===== src/rtl/fifo_inst_gen.sv =====
// fifo_inst_gen: FIFO instruction encoder with occupancy tracking and response buffer; stats gated by FIFO_INST_GEN_STATS_EN
module fifo_inst_gen #(
  parameter int DEPTH = 16,
  parameter int RSP_DEPTH = 4,
  localparam int CW = $clog2(DEPTH) + 1,
  localparam int RW = $clog2(RSP_DEPTH) + 1,
  localparam int PW = $clog2(RSP_DEPTH)
) (
  input  logic          clk,
  input  logic          rst,
  input  logic          cmd_valid,
  output logic          cmd_ready,
  input  logic          cmd_op,
  input  logic [31:0]   cmd_data,
  output logic [33:0]   inst,
  input  logic [31:0]   res,
  input  logic          read_valid,
  output logic          rsp_valid,
  input  logic          rsp_ready,
  output logic [31:0]   rsp_data,
  output logic [CW-1:0] count,
  output logic          full,
  output logic          empty,
  output logic          cmd_err,
  output logic [15:0]   wr_total,
  output logic [15:0]   rd_total
);
  logic [33:0]   inst_q, inst_d;
  logic [CW-1:0] count_q, count_d;
  logic [RW-1:0] out_q, out_d, rsp_count_q, rsp_count_d;
  logic [PW-1:0] wr_ptr_q, wr_ptr_d, rd_ptr_q, rd_ptr_d;
  logic          cmd_err_q, cmd_err_d;
  logic [31:0]   mem_q [RSP_DEPTH];
  logic          acc, wr_ok, rd_ok, push, pop;
  // Credit check, command decode and next-state for counters and pointers
  always_comb begin
    cmd_ready   = ({1'b0, out_q} + {1'b0, rsp_count_q}) < (RW + 1)'(RSP_DEPTH);
    full        = count_q == CW'(DEPTH);
    empty       = count_q == '0;
    acc         = cmd_valid && cmd_ready;
    wr_ok       = acc && !cmd_op && !full;
    rd_ok       = acc && cmd_op && !empty;
    push        = read_valid && out_q != '0;
    rsp_valid   = rsp_count_q != '0;
    pop         = rsp_valid && rsp_ready;
    inst_d      = wr_ok ? {2'b10, cmd_data} : rd_ok ? {2'b01, 32'h0} : 34'h0;
    count_d     = count_q + CW'(wr_ok) - CW'(rd_ok);
    out_d       = out_q + RW'(rd_ok) - RW'(push);
    rsp_count_d = rsp_count_q + RW'(push) - RW'(pop);
    wr_ptr_d    = wr_ptr_q + PW'(push);
    rd_ptr_d    = rd_ptr_q + PW'(pop);
    cmd_err_d   = (acc && !wr_ok && !rd_ok) || (read_valid && out_q == '0);
  end
  // State registers; buffer storage needs no reset because rsp_data is gated by rsp_valid
  always_ff @(posedge clk) begin
    if (push) mem_q[wr_ptr_q] <= res;
    if (rst) begin
      inst_q      <= '0;
      count_q     <= '0;
      out_q       <= '0;
      rsp_count_q <= '0;
      wr_ptr_q    <= '0;
      rd_ptr_q    <= '0;
      cmd_err_q   <= 1'b0;
    end else begin
      inst_q      <= inst_d;
      count_q     <= count_d;
      out_q       <= out_d;
      rsp_count_q <= rsp_count_d;
      wr_ptr_q    <= wr_ptr_d;
      rd_ptr_q    <= rd_ptr_d;
      cmd_err_q   <= cmd_err_d;
    end
  end
  assign inst     = inst_q;
  assign count    = count_q;
  assign cmd_err  = cmd_err_q;
  assign rsp_data = rsp_valid ? mem_q[rd_ptr_q] : 32'h0;
`ifdef FIFO_INST_GEN_STATS_EN
  logic [15:0] wr_total_q, wr_total_d, rd_total_q, rd_total_d;
  // Saturating counts of issued writes and reads
  always_comb begin
    wr_total_d = wr_total_q + 16'(wr_ok && wr_total_q != 16'hFFFF);
    rd_total_d = rd_total_q + 16'(rd_ok && rd_total_q != 16'hFFFF);
  end
  // Statistics registers
  always_ff @(posedge clk) begin
    if (rst) begin
      wr_total_q <= '0;
      rd_total_q <= '0;
    end else begin
      wr_total_q <= wr_total_d;
      rd_total_q <= rd_total_d;
    end
  end
  assign wr_total = wr_total_q;
  assign rd_total = rd_total_q;
`else
  assign wr_total = 16'h0;
  assign rd_total = 16'h0;
`endif
endmodule


===== config.mk =====
export PLATFORM = sky130hd
export DESIGN_NAME = fifo_inst_gen
export DESIGN_NICKNAME = d
export VERILOG_FILES = /design/src/rtl/fifo_inst_gen.sv
export SDC_FILE = /design/constraint.sdc
export NUM_CORES = 1
export LEC_CHECK = 0
export CAP_MARGIN = 10
export CORE_ASPECT_RATIO = 1.2
export CORE_MARGIN = 2
export CORE_UTILIZATION = 49
export DETAILED_ROUTE_END_ITERATION = 12
export MAX_ROUTING_LAYER = met4
export PLACE_DENSITY_LB_ADDON = 0.1
export SKIP_CTS_REPAIR_TIMING = 1
export SYNTH_ARGS = -nofsm -noshare
export SYNTH_HDL_FRONTEND = slang
export SYNTH_SLANG_ARGS = --single-unit

===== constraint.sdc =====
create_clock -name clk -period 4.6 [get_ports clk]
set_input_delay 0.69 -clock clk [delete_from_list [all_inputs] [get_ports clk]]
set_output_delay 0.69 -clock clk [all_outputs]
set_load 0.01 [all_outputs]

Word level (Yosys, flattened, before mapping):

Memory sizes are Yosys's and may differ from the RTL's. A register that Yosys moved wholly into a read port is not among the register bits.
Index checks and enable logic that the tools add are counted.

* register bits: 50
* output and inout port bits: 108
* input bits: 70
* memory bits (writable): 128
* memories: 1
* word-level logic and storage cells: 47

* mux-type cells: 6
* equality and inequality tests: 1
* reductions and logical operators: 21
* order comparisons: 1
* add/subtract/negate cells: 9

Memory list
* mem_q: depth 4, bits a word 32, rd ports 1, clocked after memory_dff 1, write ports 1, line 33 `logic [31:0] mem_q [RSP_DEPTH];`

Operators with widths (count)
* $mux 34: 1
* $mux 33: 1
* $mux 32: 1
* $logic_and 1x1->1: 10
* $add 3x1->3: 2
* $reduce_bool 3->1: 2
* $sub 3x1->3: 2
* $add 5x1->5: 1
* $eq 5x5->1 const B: 1
* $logic_not 1->1: 5
* $logic_not 5->1: 1
* $sub 5x1->5: 1
* $add 2x1->2: 2
* $add 3x3->4: 1
* $lt 4x3->1 const B: 1
* $logic_not 3->1: 1
* $mux 1: 2
* $mux 2: 1
* $reduce_or 2->1: 1
* $logic_or 1x1->1: 1

Longest topological paths before layout:

Gate-level depths: netlist of the first run.

* word-level depth: 9
* depth in mapped cells: 14
* depth with buffers taken out: 14

Worst setup path after synthesis of the first run:

OpenSTA, ideal clock, no wires.

* path kind: input-to-reg
* start point: in read_valid
* end point: mem mem_q[1][0], enable pin
* buffers on the path: 0
* data required time: 4.132 ns
* setup slack: 0.930 ns
* arrival time: 3.202 ns
* setup time: 0.468 ns
* stages on the path: 2
* cell sequence: nand2b_1 > nor3b_1

* word-level cells in the longest chain between the ends: 3

Ends and longest elaborated chain
* from (decl): line 17 `input logic read_valid,`
* $logic_and 1x1->1: line 43 `push = read_valid && out_q != '0;`
* $mux 1: line 56 `if (push) mem_q[wr_ptr_q] <= res;`
* $mux 1 (implied by the code): line 56
* to (decl): line 33

Every way passes these cells.

Final worst setup path of the first run:

* start point: reg rsp_count_q[1]
* end point: out rsp_data[6]

* word-level cells in the longest chain between the ends: 2

Ends and longest elaborated chain
* from (decl): line 30 `logic [RW-1:0] out_q, out_d, rsp_count_q, rsp_count_d;`
* from (signal assigned): line 69 `rsp_count_q <= rsp_count_d;`
* $reduce_bool 3->1: line 44 `rsp_valid = rsp_count_q != '0;`
* $mux 32: line 78 `assign rsp_data = rsp_valid ? mem_q[rd_ptr_q] : 32'h0;`
* to (decl): line 20 `output logic [31:0] rsp_data,`

Every way passes these cells.

==> results.sh, run 1 <==
export IMPL_status="finished, violations left"
export IMPL_violations="design-rule violations"
export IMPL_synth_avg_cell_area_um2=17.2
export IMPL_diodes=0
export IMPL_synthFlopType="edfxtp_1"
export IMPL_gp_congestion=0.724
export IMPL_cp_max_fo=22
export IMPL_grt_first_pass_wirelength_um=20100
export IMPL_ys_types=35
export IMPL_synthAdderAreaFrac_pct=3.37
export IMPL_drtIter0Drc=158
export IMPL_rsz0062_at_grt="false"
export IMPL_critPathArrivalTime_ps=2670
export IMPL_tightest_slew_ps=1050
export IMPL_synthTopCellsByArea="edfxtp_1 55%, dfxtp_1 14%, mux4_2 10%"
export IMPL_row_count=47
export IMPL_synth_top_family_by_area="multiplexers"
export IMPL_peakVddDrop_mv=0.352
export IMPL_relSlewSlack_pct=30.0
export IMPL_hpwl_um=8500
export IMPL_start_util_pct=50.3
export IMPL_max_freq_mhz=297
export IMPL_p_per_area_mw_per_mm2=561
export IMPL_timing_rr_start="rsp_count_q[1]$_SDFF_PP0_"
export IMPL_ys_async_sr_fraction_pct=0
export IMPL_required_ps=3910
export IMPL_muxShareOfSynthArea_pct=10.3
export IMPL_first_pass_iters=11
export IMPL_cts_made_buffers=17
export IMPL_synthSimpleGateAreaFrac_pct=9.75
export IMPL_seq_area_frac_synth_pct=69.4
export IMPL_synth_compound_area_share_pct=0.556
export IMPL_dp_cells=713
export IMPL_finalSetupViolCount=0
export IMPL_yosys_area_top_type_share_pct=55.1
export IMPL_antenna_found_initial=0
export IMPL_die_h_um=135
export IMPL_period_minus_slack_ps=3360
export IMPL_p_leak_nw=3.23
export IMPL_critPathLaunchType="flop"
export IMPL_synth_area_mm2=0.00698
export IMPL_vias=3718
export IMPL_clkTransAtPathRegs_ps=60
export IMPL_grt_max_degree=34
export IMPL_min_from="wr_ptr_q[1]$_SDFF_PP0_"
export IMPL_drive_gt1_share_pct=15.7
export IMPL_worstSetupPathType="reg2out"
export IMPL_core_area_mm2=0.0139
export IMPL_netlist_instances=406
export IMPL_finalHoldViolations=0
export IMPL_area_growth_pct=30.1
export IMPL_synth_largest_area_cell="edfxtp_1"
export IMPL_die_width_um=113
export IMPL_io_buffers=145
export IMPL_clock_latency_ps=430
export IMPL_clockBufferDepth=2
export IMPL_slew_viol_final=0
export IMPL_grt_usage_pct=18.2
export IMPL_synth_edf_count=128
export IMPL_cts_max_level=4
export IMPL_drcViolationCount=9
export IMPL_worst_setup_path_end_kind="output pin"
export IMPL_cts_sinks=178
export IMPL_yosys_warnings=0
export IMPL_totalWireLength_um=12700
export IMPL_fin_cells=745
export IMPL_pin_count=178
export IMPL_cts_tree="done"
export IMPL_synth_xor_area_share_pct=1.00
export IMPL_synth_seq_cells=178
export IMPL_max_cap_violations=0
export IMPL_die_area_mm2=0.0152
export IMPL_cts_root_buf="clkbuf_16"
export IMPL_post_route_period_util_pct=73.1
export IMPL_finalSetupTns_ps=0
export IMPL_grt_pass1_vias=3946
export IMPL_finalNetCount=648
export IMPL_hold_class="reg2reg"
export IMPL_vias_per_cell=4.99
export IMPL_fin_skew_ps=10.7
export IMPL_antenna_left=0
export IMPL_wl_per_cell_um=17.1
export IMPL_grt_overflow_total=0
export IMPL_startpoint="rsp_count_q[1]$_SDFF_PP0_"
## per-stage QoR
stage | instance area, µm² | utilization, % | hold WS [ps] | power (mW) | setup slack [ps]
global route | 9080 | 65.5 | 640 | 5.38 | 1080
floorplan | 7100 | - | 540 | 3.04 | 930
finish | 9080 | 65.5 | 616 | 5.10 | 1240
detailed placement | 8510 | 61.3 | 593 | 3.75 | 1550
CTS | 9080 | 65.5 | 619 | 5.17 | 1170
global placement | 8510 | 61.3 | 577 | 3.72 | 1610
## report_power, final
| part | internal, mW | switching, mW | total (mW) |
|---|---|---|---|
| clock | 0.850 | 0.566 | 1.42 |
| combinational | 0.926 | 0.684 | 1.61 |
| sequential | 1.94 | 0.130 | 2.07 |
| total | 3.72 | 1.38 | 5.10 |
## cell usage after synthesis (2+ instances only)
cell type,number
buf_6,3
xor2_1,3
nor3b_1,3
a21oi_1,2
fa_1,3
inv_1,14
clkbuf_1,5
and2b_1,10
and3_1,2
buf_4,35
mux4_2,32
ha_1,14
and2_1,20
xnor2_1,5
nor2_1,10
buf_2,4
edfxtp_1,128
nand3_1,2
nor2b_1,31
nand3b_1,2
dfxtp_1,50
nor3_1,4
and2_2,12
## critical path: stages, from the launching register on
cell and delay [ps]:
dfxtp_1 370, nor3_2 780, buf_4 400, and2b_1 220, clkdlybuf4s50_1 470
## cells in the final DEF (no fill, tap or decap), types with 3 or more instances in the layout
| cell | Yosys | routed |
|---|---|---|
| clkdlybuf4s50_1 | 0 | 145 |
| clkbuf_1 | 5 | 4 |
| nor2_1 | 10 | 9 |
| bufinv_16 | 0 | 3 |
| and2b_1 | 10 | 10 |
| and2_1 | 20 | 20 |
| buf_4 | 35 | 7 |
| mux4_2 | 32 | 32 |
| and2_2 | 12 | 12 |
| clkbuf_16 | 0 | 17 |
| clkinv_2 | 0 | 4 |
| edfxtp_1 | 128 | 128 |
| xor2_1 | 3 | 3 |
| inv_1 | 14 | 14 |
| nor2b_1 | 31 | 31 |
| dfxtp_1 | 50 | 48 |
| conb_1 | 1 | 32 |
| fa_1 | 3 | 3 |
| ha_1 | 14 | 14 |
| xnor2_1 | 5 | 5 |
## cells by family after synthesis
group	count (synthesis)
DFF	178
other	1
buffers and inverters	61
adders and majority gates	17
AOI/OAI and AO/OA	6
muxes	32
xor gates and xnor gates	8
and+or+nand+nor	103
## state kept, by name, indices dropped and copies added (netlist names)
| name | flops |
|---|---|
| count | 5 |
| rd_ptr_q | 2 |
| wr_ptr_q | 2 |
| rsp_count_q | 3 |
| mem_q | 128 |
| inst | 34 |
| cmd_err | 1 |
| out_q | 3 |
## final timing paths
kind	endpoint	slack, ps	cells past startpoint
max	rsp_data[6]	1240	4
min	wr_ptr_q[1]$_SDFF_PP0_	620	2
max reg2reg	count[4]$_SDFF_PP0_	1700	13
min reg2reg	wr_ptr_q[1]$_SDFF_PP0_	620	2
## routing by layer
layer	up-vias	share of wire, %	GRT usage [%]	wire length [µm]
met5	-	0	-	0
met4	0	1.1	5.89	136
met3	13	8.0	6.82	1010
met2	145	50	29.2	6330
met1	1836	41	21.5	5230
li1	1724	-	-	-
## layout make-up
cell class / count / area [µm²]
sequential: 178 / 4850
fill: 987 / 4790
multi-input combinational: 198 / 1890
timing repair buffer: 152 / 1500
clock buffer: 21 / 440
tap: 171 / 214
clock inverter: 11 / 138
inverter: 14 / 52.6
Note: power is estimated with default switching activity, not from simulation.
==> inputs of run 2 (changes only) <==
==> constraint.sdc (replaced) <==
create_clock -name clk -period 3.38 [get_ports clk]
set_input_delay 0.507 -clock clk [delete_from_list [all_inputs] [get_ports clk]]
set_output_delay 0.507 -clock clk [all_outputs]
set_load 0.01 [all_outputs]
==> run 2 against run 1 <==
The flow still finishes with violations (design-rule violations). Final area grew 0.62%. Largest power group unchanged. Global-route usage grew 0.69 points. Total power grew 38%. Sequential share of layout area shrank 0.33 points. Sequential power grew 34%.
==> results.sh, run 2 (synthesis results as in run 1) <==
export IMPL_rsz0062_at_grt="false"
export IMPL_die_h_um=135
export IMPL_die_area_mm2=0.0152
export IMPL_dpl_cell_area_mm2=0.00855
export IMPL_p_leak_nw=3.24
export IMPL_max_freq_mhz=347
export IMPL_rrSetupSlack_ps=490
export IMPL_die_width_um=113
export IMPL_p_per_area_mw_per_mm2=769
export IMPL_row_count=47
export IMPL_area_growth_pct=30.9
export IMPL_endpoint="count[4]$_SDFF_PP0_"
export IMPL_critPathArrivalTime_ps=3190
export IMPL_cts_made_buffers=17
export IMPL_cts_sinks=178
export IMPL_status="finished, violations left"
export IMPL_period_minus_slack_ps=2890
export IMPL_cts_tree="done"
export IMPL_finalHoldViolations=0
export IMPL_relSlewSlack_pct=65.9
export IMPL_finalSetupViolCount=0
export IMPL_diodes=0
export IMPL_post_route_period_util_pct=85.4
export IMPL_antenna_found_initial=0
export IMPL_fin_skew_ps=7.52
export IMPL_worst_setup_path_end_kind="flop"
export IMPL_clockBufferDepth=2
export IMPL_finalNetCount=651
export IMPL_finalSetupTns_ps=0
export IMPL_critPathLaunchType="flop"
export IMPL_start_util_pct=50.3
export IMPL_clkTransAtPathRegs_ps=60
export IMPL_tightest_slew_ps=511
export IMPL_violations="design-rule violations"
export IMPL_startpoint="rsp_count_q[1]$_SDFF_PP0_"
export IMPL_largest_reg_flops=128
export IMPL_totalWireLength_um=13300
export IMPL_clock_latency_ps=420
export IMPL_worstSetupPathType="reg2reg"
export IMPL_cts_max_level=4
export IMPL_grt_first_pass_wirelength_um=20700
export IMPL_seq_area_mm2=0.00485
export IMPL_max_cap_violations=0
export IMPL_drive_gt1_share_pct=16.1
export IMPL_pin_count=178
export IMPL_wl_per_cell_um=17.8
export IMPL_mostFrequentLayoutCell="clkdlybuf4s50_1"
export IMPL_io_buffers=145
export IMPL_first_pass_iters=9
export IMPL_grt_pass1_vias=4028
export IMPL_slew_viol_final=0
export IMPL_grt_max_degree=34
export IMPL_final_area_mm2=0.00914
export IMPL_cp_max_fo=5
export IMPL_timing_rr_start="rsp_count_q[1]$_SDFF_PP0_"
export IMPL_rr_worst_depth=13
export IMPL_drcViolationCount=7
export IMPL_multi_input_area_mm2=0.00190
export IMPL_required_ps=3690
export IMPL_grt_usage_pct=18.9
export IMPL_drtIter0Drc=238
export IMPL_peakVddDrop_mv=0.376
export IMPL_r2r_end="count[4]$_SDFF_PP0_"
export IMPL_gp_congestion=0.730
export IMPL_final_cell_mix="145 x clkdlybuf4s50_1, 128 x edfxtp_1, 48 x dfxtp_1"
export IMPL_vias=3753
export IMPL_hpwl_um=8500
export IMPL_core_area_mm2=0.0139
export IMPL_cts_root_buf="clkbuf_16"
export IMPL_vias_per_cell=5.02
export IMPL_antenna_left=0
export IMPL_largest_register="mem_q"
export IMPL_grt_overflow_total=0
export IMPL_fill_cells=1016
export IMPL_hold_class="reg2reg"
## run 2: changes by cell type in the layout (fill, tap and decap cells not counted), sizes merged
cell / change
buf: +3
clkbuf: -2
clkinvlp: +2
clkinv: -1
inv: +1
## run 2: how the worst min path moves through the flow
stage	from	endpoint	slack (ps)	depth (start not counted)
floorplan	wr_ptr_q[1]$_SDFF_PP0_	wr_ptr_q[1]$_SDFF_PP0_	550	2
global placement	rd_ptr_q[1]$_SDFF_PP0_	rd_ptr_q[1]$_SDFF_PP0_	570	2
detailed placement	rd_ptr_q[1]$_SDFF_PP0_	rd_ptr_q[1]$_SDFF_PP0_	590	2
CTS	rd_ptr_q[1]$_SDFF_PP0_	rd_ptr_q[1]$_SDFF_PP0_	600	2
global route	rd_ptr_q[1]$_SDFF_PP0_	rd_ptr_q[1]$_SDFF_PP0_	610	2
finish	rd_ptr_q[1]$_SDFF_PP0_	rd_ptr_q[1]$_SDFF_PP0_	600	2
## run 2: report_power, final
group	internal [mW]	total [mW]	leakage, nW	switching, mW
combinational	1.27	2.29	1.40	1.02
clock	1.16	1.97	0.274	0.803
sequential	2.64	2.77	1.57	0.130
## run 2: final cells by class
| class | instances | area share (%) |
|---|---|---|
| sequential | 178 | 53.0 |
| multi-input combinational | 198 | 20.7 |
| timing repair buffer | 155 | 16.8 |
| clock buffer | 19 | 4.74 |
| tap | 171 | 2.34 |
| clock inverter | 13 | 1.75 |
| inverter | 14 | 0.575 |
## run 2: stage by stage
stage / hold WS (ps) / std cells / worst slack, ps / power (mW) / utilization (%)
finish: 597 / 748 / 494 / 7.03 / 65.9
global route: 607 / 748 / 249 / 7.40 / 65.9
CTS: 601 / 748 / 491 / 7.12 / 65.9
detailed placement: 590 / 716 / 519 / 5.15 / 61.6
global placement: 571 / 716 / 613 / 5.09 / 61.6
floorplan: 552 / 437 / 37.8 / 4.14 / -
## run 2: metal layers
layer / global-route usage, % / wire length (µm) / up-vias
met4: 6.37 / 154 / 0
met3: 7.05 / 1060 / 16
met2: 31.4 / 6880 / 155
met1: 21.3 / 5230 / 1850
met5: - / 0 / -
li1: - / - / 1732
## run 2: worst max-delay path: stages, from the launching register on
cell	delay [ps]
dfxtp_1	440
ha_1	270
and3_4	170
nor4_4	220
and3_2	250
ha_1	220
inv_1	60
ha_1	160
inv_1	60
fa_1	370
nor2b_1	180
o21bai_1	110
a21oi_1	190
nor3b_1	70
==> variant: new RTL, flow settings as in run 2 <==
Add a define of `FIFO_INST_GEN_STATS_EN`.
--- a/src/rtl/fifo_inst_gen.sv
+++ b/src/rtl/fifo_inst_gen.sv
@@ -1,4 +1,6 @@
 // fifo_inst_gen: FIFO instruction encoder with occupancy tracking and response buffer; stats gated by FIFO_INST_GEN_STATS_EN
+`define FIFO_INST_GEN_STATS_EN
+
 module fifo_inst_gen #(
   parameter int DEPTH = 16,
   parameter int RSP_DEPTH = 4,
Formal check against the unedited RTL: not equivalent (Yosys sat finds a counterexample within 4 cycles, from zero or initial values and one cycle with rst high).
==> variant against run 2 <==
Worst setup slack worse by 0.097 ns. Register-to-register slack better by 0.03 ns. Routed wire length increased by 21%. Area after synthesis rose by 18%. Sequential cell count up 32. Total power grew 11%. Via count increased by 30%. Critical endpoint is now rsp_data[4]. Cell area up 20%.
==> variant: results (changes against run 2) <==
- Status: finished clean (was finished with violations)
- First-pass GRT wire length: 26.00 mm (was 20.73 mm)
- Crit path largest cell delay: 0.54 ns (was 0.44 ns)
- Combinational share of power: 31.0% (was 32.6%)
- Dominant cells by area after synthesis: edfxtp_1, dfxtp_1, mux4_2 (unchanged)
- Drt pass-1 iters: 4 (was 9)
- Worst Tran Pin Value: 0.6603 ns (was 0.5109 ns)
- Final Non-Filler Cells: 953 (was 748)
- CTS max path bufs: 3 (was 2)
- Number of CTS-inserted buffers: 21 (was 17)
- GR Util All Layers: 19.03% (was 18.90%)
- Leakage power: 0.003793 uW (was 0.003240 uW)
- Share of layout cells above drive strength 1: 15.60% (was 16.12%)
- Distinct cells, synth: 41 (was 35)
- Seq group: 3200 uW (was 2770 uW)
- Worst hold path type: in2reg (was reg2reg)
- Clock skew: 0.02389 ns (was 0.007517 ns)
- Crit path max fanout: 25 (was 5)
- Post-synth top cells: edfxtp_1, dfxtp_1, nor2_1, nor2b_1, mux4_2 (was edfxtp_1, dfxtp_1, buf_4, mux4_2, nor2b_1)
- Switching power total: 2123 uW (was 1950 uW)
- CP max-delay cell: mux4_2 (was dfxtp_1)
- Placed Cells: 915 (was 716)
- Seq/Total Area, Yosys: 66.39% (was 69.39%)
- Fraction of registers with async set/reset: 0% (unchanged)
- CTS H-tree lvls: 1 (was 4)
- Initial DRC count: 218 (was 238)
- Gpl congestion: 0.7885 (was 0.7303)
- Dpl hpwl: 10.56 mm (was 8.497 mm)
- Peak supply drop: 454.2 uV (was 376.2 uV)
- Final #Nets: 813 (was 651)
- Final wirelength: 16.19 mm (was 13.33 mm)
- Synth Area per Inst: 15.38 um2 (was 17.20 um2)
- Vias in the first global route: 5175 (was 4028)
- Worst-skew pair later-pin latency: 0.50 ns (was 0.42 ns)
- Number of port buffers: 177 (was 145)
variant: changes by cell type in the layout (fill, tap and decap cells not counted), moves of 19 or more:
cell	change
clkdlybuf4s50_1	+31
and2_4	+29
and2_1	-19
dfxtp_1	+32
nor2_1	+33
conb_1	-32
variant: layer usage:
metal	routed length (um)	global-route usage (%)
met3	880	3.438
met1	6429	22.83
met2	8373	32.19
met4	505	6.494
met5	0	-
variant: metrics by stage:
step           cell area, um2  total power [uW]  worst slack (ns)
6_report                10930              7814            0.3971
5_1_grt                 10930              8230            0.2280
4_1_cts                 10930              7922            0.3169
3_5_place_dp            10270              5721            0.2712
3_3_place_gp            10270              5662            0.4067
2_1_floorplan            8262              4619           0.07972
variant: kinds of logic after synthesis:
logic type,after synthesis,synth area share [%]
AOI/OAI and AO/OA,14,1.166
xor gates and xnor gates,36,3.816
adders and majority gates,21,3.453
buffers and inverters,37,2.302
DFF,210,66.39
muxes,32,8.723
and+or+nand+nor,187,14.15
variant: worst reg2reg max path, delay by kind of cell (launching register included):
kind,cells,cell delay (ns)
flops,1,0.39
xor+xnor,1,0.16
simple gates,6,1.32
fa+ha+maj,2,0.61
compound gates,1,0.23
variant: final cells by class:
type	count	area (um2)
Clock buffer	33	600.6
Clock inverter	5	52.55
Fill cell	1264	5793
Inverter	14	52.55
Multi-Input combinational cell	290	2613
Sequential cell	210	5488
Tap cell	216	270.3
Timing Repair Buffer	185	1852
variant: final timing paths:
check | end | slack [ns] | startpoint | cells after the start
worst min register to register | wr_total[15] | 0.52 | wr_total[15] | 2
worst min-delay path | inst[33] | 0.37 | rst | 2
worst max register to register | rd_total[12] | 0.52 | rsp_count_q[2] | 10
worst max-delay path | rsp_data[4] | 0.40 | rd_ptr_q[0] | 4
